**config.mk**
```make
export PLATFORM = sky130hd
export DESIGN_NAME = control_sequencer
export DESIGN_NICKNAME = d
export VERILOG_FILES = /design/src/rtl/control_sequencer.sv
export SDC_FILE = /design/constraint.sdc
export NUM_CORES = 1
export LEC_CHECK = 0
export ABC_AREA = 1
export CORE_MARGIN = 10
export CORE_UTILIZATION = 39
export CTS_CLUSTER_DIAMETER = 40
export CTS_CLUSTER_SIZE = 20
export DETAILED_ROUTE_END_ITERATION = 12
export PLACE_DENSITY_LB_ADDON = 0.05
export SETUP_SLACK_MARGIN = 0.05
export SLEW_MARGIN = 25
export SYNTH_ARGS = -nofsm -noshare
export SYNTH_HDL_FRONTEND = slang
export SYNTH_SLANG_ARGS = --single-unit
```
**constraint.sdc**
```tcl
create_clock -name clock -period 1.95 [get_ports clock]
set_input_delay 0.2925 -clock clock [delete_from_list [all_inputs] [get_ports clock]]
set_output_delay 0.2925 -clock clock [all_outputs]
set_load 0.02 [all_outputs]
```
**src/rtl/control_sequencer.sv**
```systemverilog
// control_sequencer: hardwired control unit for fetch plus ALU register
// instructions. It steps T0..T6 and drives the datapath strobes.
// Outputs are decoded from the registered state and the IR fed back from
// the datapath.
// Optional build macro: CTRL_ILLEGAL_TRAP_EN. When defined, an illegal opcode
// parks the unit in TRAP until clear. When undefined, an illegal opcode
// retires as a NOP that pulses done and illegal together.
module control_sequencer #(
    parameter int NREGS = 16,
    parameter int IR_W  = 32,
    parameter int OPC_W = 5
) (
    input  logic             clock,
    input  logic             clear,
    input  logic             start,
    input  logic             mem_ready,
    input  logic [IR_W-1:0]  ir,
    output logic [NREGS-1:0] reg_in,
    output logic [NREGS-1:0] reg_out,
    output logic [2:0]       pc_ctl,    // {PCout, PCin, IncPC}
    output logic [4:0]       mem_ctl,   // {MARin, MDMuxread, MDRin, MDRout, IRin}
    output logic [4:0]       z_ctl,     // {Yin, Zlowin, Zhighin, Zlowout, Zhighout}
    output logic [1:0]       hilo_ctl,  // {HIin, LOin}
    output logic [12:0]      alu_sel,   // one-hot, bit12=ADD ... bit0=NOT
    output logic             busy,
    output logic             done,
    output logic             illegal
);

    typedef enum logic [3:0] {
        ST_IDLE, ST_T0, ST_T1, ST_T2, ST_T3, ST_T4, ST_T5, ST_T6, ST_DONE, ST_TRAP
    } state_t;

    // Instruction classes: 3-register ALU, MUL/DIV (HI/LO), unary, illegal
    typedef enum logic [1:0] {C_R3, C_MD, C_UN, C_ILL} cls_t;

    localparam logic [NREGS-1:0] ONE = {{(NREGS-1){1'b0}}, 1'b1};

    state_t state, state_nxt;
    cls_t   cls;
    logic [12:0] alu_op;
    logic [OPC_W-1:0] opc;
    logic [3:0] ra, rb, rc;
    logic [NREGS-1:0] ra_oh, rb_oh, rc_oh;
    logic unused_ir;

    assign opc       = ir[31:27];
    assign ra        = ir[26:23];
    assign rb        = ir[22:19];
    assign rc        = ir[18:15];
    assign ra_oh     = ONE << ra;
    assign rb_oh     = ONE << rb;
    assign rc_oh     = ONE << rc;
    assign unused_ir = ^ir[14:0];

    // Opcode decode: ALU one-hot select plus instruction class
    always_comb begin
        alu_op = '0;
        cls    = C_ILL;
        case (opc)
            5'b00011: begin alu_op = 13'h1000; cls = C_R3; end // ADD
            5'b00100: begin alu_op = 13'h0800; cls = C_R3; end // SUB
            5'b00101: begin alu_op = 13'h0100; cls = C_R3; end // AND
            5'b00110: begin alu_op = 13'h0080; cls = C_R3; end // OR
            5'b00111: begin alu_op = 13'h0008; cls = C_R3; end // ROR
            5'b01000: begin alu_op = 13'h0004; cls = C_R3; end // ROL
            5'b01001: begin alu_op = 13'h0040; cls = C_R3; end // SHR
            5'b01010: begin alu_op = 13'h0020; cls = C_R3; end // SHRA
            5'b01011: begin alu_op = 13'h0010; cls = C_R3; end // SHL
            5'b01111: begin alu_op = 13'h0400; cls = C_MD; end // MUL
            5'b10000: begin alu_op = 13'h0200; cls = C_MD; end // DIV
            5'b10001: begin alu_op = 13'h0002; cls = C_UN; end // NEG
            5'b10010: begin alu_op = 13'h0001; cls = C_UN; end // NOT
            default:  begin alu_op = '0;       cls = C_ILL; end
        endcase
    end

    // State register; clear forces IDLE so every strobe drops at once
    always_ff @(posedge clock or posedge clear) begin
        if (clear) state <= ST_IDLE;
        else       state <= state_nxt;
    end

    // Next state and Moore strobes; at most one bus driver per step
    always_comb begin
        state_nxt = state;
        reg_in    = '0;
        reg_out   = '0;
        pc_ctl    = '0;
        mem_ctl   = '0;
        z_ctl     = '0;
        hilo_ctl  = '0;
        alu_sel   = '0;
        done      = 1'b0;
        illegal   = 1'b0;
        busy      = (state != ST_IDLE);
        case (state)
            ST_IDLE: if (start) state_nxt = ST_T0;
            ST_T0: begin
                pc_ctl    = 3'b101;  // PCout, IncPC
                mem_ctl   = 5'b10000; // MARin
                z_ctl     = 5'b01000; // Zlowin captures PC+1
                state_nxt = ST_T1;
            end
            ST_T1: begin
                pc_ctl  = 3'b010;   // PCin
                mem_ctl = 5'b01100; // MDMuxread, MDRin held while waiting
                z_ctl   = 5'b00010; // Zlowout
                if (mem_ready) state_nxt = ST_T2;
            end
            ST_T2: begin
                mem_ctl   = 5'b00011; // MDRout, IRin
                state_nxt = ST_T3;
            end
            ST_T3: begin
                state_nxt = ST_T4;
                case (cls)
                    C_R3: begin reg_out = rb_oh; z_ctl = 5'b10000; end
                    C_MD: begin reg_out = ra_oh; z_ctl = 5'b10000; end
                    C_UN: begin reg_out = rb_oh; alu_sel = alu_op; z_ctl = 5'b01000; end
                    default: begin
`ifdef CTRL_ILLEGAL_TRAP_EN
                        state_nxt = ST_TRAP;
`else
                        state_nxt = ST_DONE;
`endif
                    end
                endcase
            end
            ST_T4: begin
                state_nxt = ST_T5;
                case (cls)
                    C_R3: begin reg_out = rc_oh; alu_sel = alu_op; z_ctl = 5'b01000; end
                    C_MD: begin reg_out = rb_oh; alu_sel = alu_op; z_ctl = 5'b01100; end
                    default: begin reg_in = ra_oh; z_ctl = 5'b00010; state_nxt = ST_DONE; end
                endcase
            end
            ST_T5: begin
                z_ctl = 5'b00010; // Zlowout
                if (cls == C_MD) begin
                    hilo_ctl  = 2'b01; // LOin
                    state_nxt = ST_T6;
                end else begin
                    reg_in    = ra_oh;
                    state_nxt = ST_DONE;
                end
            end
            ST_T6: begin
                z_ctl     = 5'b00001; // Zhighout
                hilo_ctl  = 2'b10;    // HIin
                state_nxt = ST_DONE;
            end
            ST_DONE: begin
                done      = 1'b1;
`ifndef CTRL_ILLEGAL_TRAP_EN
                illegal   = (cls == C_ILL);
`endif
                state_nxt = ST_IDLE;
            end
            ST_TRAP: illegal = 1'b1; // only clear leaves
            default: state_nxt = ST_IDLE;
        endcase
    end

endmodule

```
==> impl_metrics.yaml, run 1 <==
synthesis:
  synth_top_cell_by_area: "nand2_1"
  synth_top_area_frac: 0.232
  synth_cells: 338
  ys_top_cells_by_area: "nand2_1, nand4_1, nor2_1"
  syn_area_um2: 1720
  yosys_warnings: 0
  synth-seq-area-share: 0.0583
  synth_common_cells: "nand2_1, nor2_1, nand4_1"
  yosys_most_used_dff: "dfrtp_1"
  async_flop_share: 1.00
  ys_ff_latch: 4
  synth.most_common_cell: "nand2_1"
  synth_fp_nets: 379
  avgSynthCellArea_um2: 5.08
  ys_types: 28
  synth_edf_count: 0
grt:
  grt_start_max_net_pins: 21
floorplan:
  die_w_um: 86.3
  ioPinCount: 99
  fp-row-count: 24
  die_y_um: 86.3
  initial_utilization: 0.400
cts:
  cts_max_level: 1
  cts_hold_buffers: 0
  cts_buffers: 3
  cts_buffer_depth: 2
  clockRootBuffer: "clkbuf_8"
  clkSinkCount: 4
place:
  dpl_cell_area_um2: 3160
  port_buffers: 83
  gp_congestion: 0.955
  dpl.hpwl_um: 5860
run_status:
  status: "stopped before the end"
  failed_stage: "5_1_grt"
  error: "[ERROR DPL-0038] Utilization greater than 100%, impossible to legalize"
sta:
  repair-timing-grt-worst-ep: "reg_in[6]"
  worst_path_end_type: "top-level output"
==> cells by family after synthesis <==
| kind of cell | Yosys count | share of synthesized area |
|---|---|---|
| buffers and inverters | 67 | 0.176 |
| and+or+nand+nor | 240 | 0.645 |
| adders and majority gates | 5 | 0.0364 |
| DFF | 4 | 0.0583 |
| AOI/OAI and AO/OA | 22 | 0.0838 |
==> repair_timing <==
action | 4_1_cts
setup endpoints to repair | 66
pin swaps | 27
gates resized for setup | 387
setup buffers | 7
gates cloned | 7
==> per-stage QoR <==
| step | utilization | std cells | worst slack (ns) | TNS (ns) |
|---|---|---|---|---|
| floorplan | - | 338 | 0.0268 | 0 |
| global placement | 0.737 | 539 | -0.965 | -44.69 |
| detailed placement | 0.737 | 539 | -1.02 | -47.39 |
| CTS | 0.843 | 556 | -0.0151 | -0.0182 |
==> run 2: changes to the inputs <==
--- a/config.mk
+++ b/config.mk
@@ -7,12 +7,9 @@
 export LEC_CHECK = 0
 export ABC_AREA = 1
 export CORE_MARGIN = 10
-export CORE_UTILIZATION = 39
-export CTS_CLUSTER_DIAMETER = 40
-export CTS_CLUSTER_SIZE = 20
+export CORE_UTILIZATION = 30
 export DETAILED_ROUTE_END_ITERATION = 12
-export PLACE_DENSITY_LB_ADDON = 0.05
-export SETUP_SLACK_MARGIN = 0.05
+export PLACE_DENSITY_LB_ADDON = 0.15
 export SLEW_MARGIN = 25
 export SYNTH_ARGS = -nofsm -noshare
 export SYNTH_HDL_FRONTEND = slang
==> run 2 against run 1 <==
  * The flow now finishes, with violations (setup timing)
  * Synthesized cell count did not move
  * Area after synthesis unchanged
==> impl_metrics.yaml, run 2 <==
worst_setup_path:
  reg2reg_to: "state[3]$_DFFE_PP0P_"
  cpMostUsedCell: "nand2_2"
  cp-end-kind: "output port"
  slowest_delay_ns: 0.21
  rr_startpoint: "state[3]$_DFFE_PP0P_"
  path_depth: 15
  endpoint: "reg_out[7]"
  cp.required_ns: 1.66
  worstSetupPathType: "in2out"
  r2r_slack_ns: 0.51
  startpoint: "ir[27]"
  cp_cell_sequence: "buf_8, inv_4, ha_4, nand2_4, nor2_4, a21oi_4, buf_12, nand2_8, buf_8, clkinv_8, nand2_4, nand2_2, nand2_2, nand2_2, buf_6"
  crit_buf_inv: 6
  startpoint_type: "primary input"
  critPathArrivalTime_ns: 1.76
  worstRegToRegCells: 8
  cpLargestDelayFamily: "buffers and inverters"
  cp_slowest_cell: "ha_4"
  crit_fanout: 7
drt:
  vias: 3023
  detail_route.first_pass.iterations: 4
  via_per_inst: 5.24
  initialDrtViolationCount: 243
  wl_um: 9170
  drt-wirelength-per-cell_um: 15.9
  drc: 0
  drt.antenna.violating_nets: 0
cts:
  clkSinkCount: 4
  clkLatencyLatePin_ns: 0.22
  cts_tree: "done"
  cts_buffers: 3
  path_clk_slew_ns: 0.03
  cts_hold_buffers: 0
  clockRootBuffer: "clkbuf_8"
  cts_buffer_depth: 2
  cts_max_level: 1
power:
  leakage_nw: 2.06
  power.density_nw_per_um2: 453
  finalPower_w: 0.00185
  vdd_drop_max_v: 0.000572
layout:
  seq_area_um2: 103
  area_delta_synth_final_pct: 138
  largest_register: "state"
  nNetsFinal: 548
  drive_gt1_frac: 0.588
  multi_input_area_um2: 1930
  largest_reg_flops: 4
  final_area_um2: 4090
  num-fill-cells: 429
  final_common_cell: "buf_4"
  finalNonFillerCells: 577
  reg.largest.list: "state (4)"
  num_antenna_cells: 0
  final_cell_mix: "buf_4, nand2_1, nand4_1, buf_6, nand2_2"
place:
  port_buffers: 83
  dpl.hpwl_um: 6220
  dpl_cell_area_um2: 3170
  preCtsSetupSlack_ns: -0.989
  place_inst: 557
  gp_congestion: 0.961
sta:
  slew_violations: 0
  hold_viol: 0
  finalCritPeriodShare: 1.05
  rsz0062_at_grt: "yes"
  tns_ns: -1.31
  setup_violations: 34
  skew_ns: 0.00241
  setup_ws_ns: -0.106
  timing_worst_slew_pin_value_ns: 0.407
  fmax_mhz: 486
  maxSlewHeadroom: 0.727
  min_period_ns: 2.06
grt:
  grt_start_max_net_pins: 18
  first_global_vias: 2822
  antenna_found_initial: 0
  grt_remaining_overflow: 0
  gr-usage-all-layers: 0.179
  grt_pass1_wl_um: 13800
synthesis:
  synth-seq-area-share: 0.0583
  synth_top_area_frac: 0.232
  synth_cells: 338
  synth_common_cells: "nand2_1, nor2_1, nand4_1"
  async_flop_share: 1.00
  syn_area_um2: 1720
  yosys_most_used_dff: "dfrtp_1"
  synth_edf_count: 0
  synth_fp_nets: 379
  synth.most_common_cell: "nand2_1"
  avgSynthCellArea_um2: 5.08
  ys_types: 28
  yosys_warnings: 0
  ys_top_cells_by_area: "nand2_1, nand4_1, nor2_1"
  synth_top_cell_by_area: "nand2_1"
  ys_ff_latch: 4
floorplan:
  die_y_um: 95.6
  initial_utilization: 0.310
  ioPinCount: 99
  core_area_um2: 5540
  die-area_um2: 9150
  fp-row-count: 27
  die_w_um: 95.6
min_path:
  hp-class: "in2async"
job:
  drv_cap: 0
run_status:
  status: "finished with violations"
  violations: "setup timing"
run 2: cell counts after synthesis:
No cell type changed its count.
run 2: cell type report:
| cell class | instances | share of cell area |
|---|---|---|
| flip-flops and latches | 4 | 0.0251 |
| repair inverters | 1 | 0.00398 |
| multi-input cells | 267 | 0.472 |
| clock buffers | 3 | 0.0101 |
| repair buffers | 186 | 0.420 |
| well taps | 72 | 0.0220 |
| inverters | 44 | 0.0468 |
run 2: logic make-up after synthesis:
group                    after synthesis  share of synthesized area
AND/OR/NAND/NOR                      240                      0.645
buffers and inverters                 67                      0.176
AO/OA/AOI/OAI                         22                     0.0838
adder cells (fa/ha/maj)                5                     0.0364
flip-flops                             4                     0.0583
run 2: timing repair:
| action | 4_1_cts | 5_1_grt |
|---|---|---|
| gates resized for setup | 377 | 144 |
| endpoints found under the setup margin | 64 | 52 |
| pin swaps | 22 | 24 |
| gates cloned | 3 | 0 |
| buffers inserted | 16 | 3 |
run 2: worst min-delay path by stage:
stage | from | end | slack, ns | cells past startpoint
2_1_floorplan | clear | state[0]$_DFFE_PP0P_ | 0.06 | 1
3_3_place_gp | clear | state[3]$_DFFE_PP0P_ | 0.50 | 2
3_5_place_dp | clear | state[0]$_DFFE_PP0P_ | 0.50 | 2
4_1_cts | clear | state[1]$_DFFE_PP0P_ | 0.27 | 2
5_1_grt | clear | state[2]$_DFFE_PP0P_ | 0.30 | 2
6_report | clear | state[1]$_DFFE_PP0P_ | 0.27 | 2
run 2: per-stage QoR:
| stage | util | hold slack, ns |
|---|---|---|
| 4_1_cts | 0.662 | 0.268 |
| 2_1_floorplan | - | 0.0586 |
| 3_3_place_gp | 0.572 | 0.498 |
| 3_5_place_dp | 0.572 | 0.500 |
| 6_report | 0.738 | 0.268 |
| 5_1_grt | 0.738 | 0.297 |
run 2: metal layers:
layer / GRT usage / vias to the layer above / share of wire
li1: - / 1463 / -
met1: 0.218 / 1419 / 0.39
met2: 0.320 / 120 / 0.52
met3: 0.0259 / 21 / 0.064
met4: 0.0479 / 0 / 0.019
met5: 0 / - / 0
run 2: power breakdown:
part	internal [W]	total, W	switching [W]
sequential	0.000119	0.000177	0.0000579
clock	0.000132	0.000178	0.0000459
combinational	0.000653	0.00150	0.000845
run 2: worst register-to-register path: cells and delay by family (launching register included):
kind / cells / cell delay, ns
buffers and inverters: 3 / 0.34
AO/OA/AOI/OAI: 1 / 0.17
flip-flops: 1 / 0.40
AND/OR/NAND/NOR: 4 / 0.47
(Power assumes the default switching activity.)
==> run 3: changes to the inputs <==
--- a/config.mk
+++ b/config.mk
@@ -6,8 +6,10 @@
 export NUM_CORES = 1
 export LEC_CHECK = 0
 export ABC_AREA = 1
+export CORE_ASPECT_RATIO = 1.25
 export CORE_MARGIN = 10
 export CORE_UTILIZATION = 30
+export CTS_BUF_LIST = sky130_fd_sc_hd__clkbuf_4
 export DETAILED_ROUTE_END_ITERATION = 12
 export PLACE_DENSITY_LB_ADDON = 0.15
 export SLEW_MARGIN = 25
==> run 3 against run 2 <==
  * The flow still finishes with violations (setup timing)
  * Final cell count shrank 2.4%
  * Die area grew 0.21%
  * Cell area shrank 6.5%
  * Total power down 4.4%
  * Combinational power hardly changed
  * Critical path depth down 6
  * Clock skew is 0.00075 ns lower
  * Non-clock buffer count decreased by 10
==> impl_metrics.yaml, run 3 (synthesis gave the netlist of run 2 again) <==
run_status:
  status: "finished with violations"
  violations: "setup timing"
layout:
  largest_reg_flops: 4
  largest_register: "state"
  multi_input_area_um2: 1840
  drive_gt1_frac: 0.521
  nNetsFinal: 542
  final_common_cell: "buf_4"
  num-fill-cells: 433
  num_antenna_cells: 0
  seq_area_um2: 101
  area_delta_synth_final_pct: 123
  final_area_um2: 3820
  final_cell_mix: "buf_4, nand2_1, nand4_1, buf_6, inv_1"
  reg.largest.list: "state (4)"
worst_setup_path:
  cp_cell_sequence: "nor2_4, buf_4, nand2_2, clkinv_2, nand2_4, o21ai_4, inv_4, nor3_2, buf_4"
  cpLargestDelayFamily: "buffers and inverters"
  slowest_delay_ns: 0.40
  cp.required_ns: 1.66
  cp-end-kind: "output port"
  cp_slowest_cell: "dfrtp_1"
  path_depth: 9
  critPathArrivalTime_ns: 1.72
  worstRegToRegCells: 11
  crit_fanout: 8
  worstSetupPathType: "reg2out"
  cpMostUsedCell: "buf_4"
  crit_buf_inv: 4
  startpoint_type: "flip-flop"
power:
  p_comb_frac: 0.851
  switching_power_w: 0.000935
  power.density_nw_per_um2: 463
  power_frac_clock: 0.059
  vdd_drop_max_v: 0.000631
  leakage_nw: 1.96
  intPower_w: 0.000836
  switching_share: 0.528
  power_frac_seq: 0.090
floorplan:
  die_w_um: 87.7
  ioPinCount: 99
  initial_utilization: 0.313
  core_area_um2: 5480
  die-area_um2: 9170
  fp-row-count: 30
  die_y_um: 105
drt:
  wl_met3_um: 753
  vias: 3030
  wl_um: 9200
  detail_route.first_pass.iterations: 4
  via_per_inst: 5.38
  highest_layer: "met4"
  wl_met2_um: 4870
  drt.antenna.violating_nets: 0
  drt-met1-wl_um: 3310
  drt-wirelength-per-cell_um: 16.3
  drc: 0
  initialDrtViolationCount: 227
cts:
  cts_buffer_depth: 2
  cts_buffers: 3
  cts_max_level: 1
  path_clk_slew_ns: 0.04
  clockRootBuffer: "clkbuf_4"
  cts_tree: "done"
  clkLatencyLatePin_ns: 0.24
  clkSinkCount: 4
  cts_hold_buffers: 0
sta:
  whs_ns: 0.239
  fmax_mhz: 497
  maxSlewHeadroom: 0.755
  min_period_ns: 2.01
  setup_violations: 19
  hold_viol: 0
  skew_ns: 0.00166
  setup_ws_ns: -0.0606
  timing_worst_slew_pin_value_ns: 0.365
  finalCritPeriodShare: 1.03
  slew_violations: 0
  rsz0062_at_grt: "yes"
grt:
  gr-usage-all-layers: 0.169
  grt_pass1_wl_um: 13200
  first_global_vias: 2909
  grt_remaining_overflow: 0
  antenna_found_initial: 0
  grt_start_max_net_pins: 21
place:
  port_buffers: 83
  dpl.hpwl_um: 6220
  gp_congestion: 0.995
  dpl_cell_area_um2: 3100
job:
  drv_cap: 0
min_path:
  hp-class: "in2async"
==> run 3: changes by cell type in the layout (fill, tap and decap cells not counted), moves of 3 or more <==
cell      delta
inv_2        -4
inv_1        +4
buf_6        -8
nor2_4      -12
nand2_2     -16
clkbuf_8     -3
nor2_1      +11
nand2_1     +17
==> run 3: area by class of cell <==
| class | count | area share |
|---|---|---|
| Timing Repair Buffer | 176 | 0.412 |
| Sequential cell | 4 | 0.0265 |
| Tap cell | 64 | 0.0209 |
| Timing Repair inverter | 1 | 0.00295 |
| Multi-Input combinational cell | 271 | 0.481 |
| Inverter | 44 | 0.0504 |
| Clock buffer | 3 | 0.00589 |
==> run 3: worst paths after layout <==
check	start	end	slack (ns)
setup / recovery	state[3]$_DFFE_PP0P_	alu_sel[2]	-0.06
hold / removal	clear	state[3]$_DFFE_PP0P_	0.24
setup reg to reg	state[3]$_DFFE_PP0P_	state[3]$_DFFE_PP0P_	0.17
hold reg to reg	state[2]$_DFFE_PP0P_	state[2]$_DFFE_PP0P_	0.69
max in group asynchronous	clear	state[0]$_DFFE_PP0P_	1.54
min in group clock	state[2]$_DFFE_PP0P_	state[2]$_DFFE_PP0P_	0.69
==> run 3: power groups by stage <==
stage                     Combinational (W)  Sequential (W)  Clock (W)
after global routing                0.00162        0.000163   0.000114
after detailed placement            0.00124        0.000142          0
final                               0.00151        0.000160   0.000105
after CTS                           0.00132        0.000150   0.000109
after floorplan                    0.000656        0.000143          0
after global placement              0.00124        0.000142          0
==> run 3: timing repair <==
action	4_1_cts	5_1_grt
pin swaps	20	27
endpoints found under the hold margin	0	0
resized for setup	343	128
setup buffers	8	6
endpoints found under the setup margin	64	58
cloned	3	4
==> run 3: worst register-to-register path, stage by stage, from the launching register on <==
cell and delay (ns):
dfrtp_1 0.40, nor2_4 0.13, inv_1 0.10, nor2_2 0.14, o21bai_4 0.15, buf_12 0.15
nand2_8 0.07, buf_4 0.13, buf_4 0.13, buf_4 0.13, buf_4 0.12, nand3_1 0.06
==> run 3: routing by layer <==
layer,GRT usage,vias to the layer above
met5,0,-
met4,0.0605,0
met3,0.0513,25
met2,0.313,136
met1,0.170,1410
li1,-,1459
==> run 3: metrics by stage <==
step                       util  setup WS, ns  total power [W]  std cells  TNS [ns]
final                     0.697       -0.0606          0.00177        563    -0.493
after global routing      0.697        -0.151          0.00189        563     -2.95
after CTS                 0.606      -0.00975          0.00158        553   -0.0289
after detailed placement  0.565         -1.03          0.00138        539    -45.98
after global placement    0.565         -1.00          0.00138        539    -45.40
after floorplan               -        0.0226         0.000799        338         0
==> run 4: changes to the inputs <==
--- a/config.mk
+++ b/config.mk
@@ -11,6 +11,7 @@
 export CORE_UTILIZATION = 30
 export CTS_BUF_LIST = sky130_fd_sc_hd__clkbuf_4
 export DETAILED_ROUTE_END_ITERATION = 12
+export GPL_TIMING_DRIVEN = 0
 export PLACE_DENSITY_LB_ADDON = 0.15
 export SLEW_MARGIN = 25
 export SYNTH_ARGS = -nofsm -noshare
==> run 4 against run 3 <==
  * The flow still finishes with violations (setup timing)
  * Clock power barely moved
  * Die area unchanged
  * Combinational power decreased by 3%
  * Hold slack lost 0.0046 ns
  * Worst setup slack worse by 0.043 ns
  * First-iteration DRC count is 17% lower
  * Core utilization down 4.8 points
  * Maximum frequency down 2.1%
  * Flip-flop and latch count unchanged
  * Critical path depth down 1
  * Clock skew is 0.0058 ns higher
  * Critical path type unchanged
  * Largest cell class unchanged
  * Highest routed layer unchanged
==> impl_metrics.yaml, run 4 (synthesis gave the netlist of run 2 again) <==
job:
  drv_cap: 0
drt:
  drt-wirelength-per-cell_um: 16.0
  wl_um: 8330
  drt.antenna.violating_nets: 0
  via_per_inst: 5.33
  vias: 2779
  detail_route.first_pass.iterations: 4
  drc: 0
  initialDrtViolationCount: 188
layout:
  num-fill-cells: 494
  seq_area_um2: 103
  final_cell_mix: "nand2_1, buf_4, nand4_1, buf_6, nand2_2"
  multi_input_area_um2: 1860
  num_antenna_cells: 0
  largest_register: "state"
  reg.largest.list: "state (4)"
  largest_reg_flops: 4
  final_area_um2: 3560
  drive_gt1_frac: 0.525
  nNetsFinal: 500
  final_common_cell: "nand2_1"
  area_delta_synth_final_pct: 107
sta:
  tns_ns: -1.73
  hold_viol: 0
  finalCritPeriodShare: 1.05
  skew_ns: 0.00742
  slew_violations: 0
  rsz0062_at_grt: "yes"
  fmax_mhz: 487
  min_period_ns: 2.05
  maxSlewHeadroom: 0.640
  setup_ws_ns: -0.104
  timing_worst_slew_pin_value_ns: 0.534
  setup_violations: 39
worst_setup_path:
  critPathArrivalTime_ns: 1.76
  cp_slowest_cell: "dfrtp_1"
  cp_cell_sequence: "inv_2, nor2_4, nand2_4, o21bai_4, nand2_4, buf_4, nor2_2, buf_6"
  cp-end-kind: "output port"
  crit_fanout: 5
  cp.required_ns: 1.66
  startpoint_type: "flip-flop"
  cpMostUsedCell: "nand2_4"
  crit_buf_inv: 3
  worstSetupPathType: "reg2out"
  slowest_delay_ns: 0.40
  cpLargestDelayFamily: "simple AND/OR/NAND/NOR gates"
cts:
  cts_buffers: 3
  path_clk_slew_ns: 0.04
  cts_hold_buffers: 0
  clkSinkCount: 4
  clkLatencyLatePin_ns: 0.24
  cts_buffer_depth: 2
  clockRootBuffer: "clkbuf_4"
  cts_tree: "done"
  cts_max_level: 1
grt:
  first_global_vias: 2610
  antenna_found_initial: 0
  gr-usage-all-layers: 0.161
  grt_pass1_wl_um: 12500
  grt_start_max_net_pins: 11
  grt_remaining_overflow: 0
floorplan:
  die_w_um: 87.7
  die_y_um: 105
  initial_utilization: 0.313
  fp-row-count: 30
  core_area_um2: 5480
  ioPinCount: 99
  die-area_um2: 9170
place:
  gp_congestion: 0.882
  port_buffers: 77
  dpl.hpwl_um: 5940
  dpl_cell_area_um2: 2570
run_status:
  violations: "setup timing"
  status: "finished with violations"
power:
  power.density_nw_per_um2: 490
  leakage_nw: 1.85
  vdd_drop_max_v: 0.000634
min_path:
  hp-class: "in2async"
==> run 4: per-layer routing <==
| metal | routed length (um) | GRT usage | share of wire |
|---|---|---|---|
| met5 | 0 | 0 | 0 |
| met4 | 143 | 0.0400 | 0.017 |
| met3 | 772 | 0.0583 | 0.093 |
| met2 | 4540 | 0.291 | 0.54 |
| met1 | 2880 | 0.168 | 0.35 |
==> run 4: cell type report <==
type,count,share of cell area
Multi-Input combinational cell,268,0.524
Timing Repair Buffer,116,0.312
Inverter,44,0.0591
Buffer,22,0.0475
Sequential cell,4,0.0288
Tap cell,64,0.0225
Clock buffer,3,0.00633
==> run 4: what timing repair did <==
| item | in CTS | in global routing |
|---|---|---|
| pin swaps | 27 | 33 |
| cloned | 3 | 2 |
| endpoints found under the hold margin | 0 | 0 |
| endpoints found under the setup margin | 61 | 59 |
| setup buffers | 17 | 18 |
| gates resized for setup | 337 | 180 |
==> run 4: power breakdown <==
group          total (W)  internal [W]  switching (W)
combinational    0.00147      0.000618       0.000855
sequential      0.000167      0.000117      0.0000492
clock           0.000104     0.0000689      0.0000347
total            0.00174      0.000804       0.000939
==> run 4: worst register-to-register path, cell delays in order (launching register included) <==
cell      delay [ns]
dfrtp_1         0.40
inv_2           0.07
nor2_4          0.19
nand2_4         0.13
o21bai_4        0.22
nand2_4         0.11
buf_4           0.15
buf_4           0.13
nand3_1         0.08
==> run 4: path summary, 6_finish.rpt <==
check	startpoint	depth (start not counted)	slack [ns]	end
min	clear	2	0.23	state[2]$_DFFE_PP0P_
min in group clock	state[2]$_DFFE_PP0P_	3	0.71	state[2]$_DFFE_PP0P_
max	state[2]$_DFFE_PP0P_	8	-0.10	reg_in[3]
max reg2reg	state[2]$_DFFE_PP0P_	8	0.41	state[3]$_DFFE_PP0P_
min reg2reg	state[2]$_DFFE_PP0P_	3	0.71	state[2]$_DFFE_PP0P_
max in group asynchronous	clear	2	1.54	state[1]$_DFFE_PP0P_
==> run 4: metrics by stage <==
stage	cells	utilization	setup WS [ns]	total power (W)	hold slack, ns
2_1_floorplan	338	-	0.0226	0.000799	0.0586
5_1_grt	521	0.650	-0.189	0.00186	0.262
3_5_place_dp	479	0.468	-1.17	0.00121	0.495
3_3_place_gp	479	0.468	-1.16	0.00120	0.487
4_1_cts	501	0.547	-0.230	0.00153	0.242
6_report	521	0.650	-0.104	0.00174	0.235
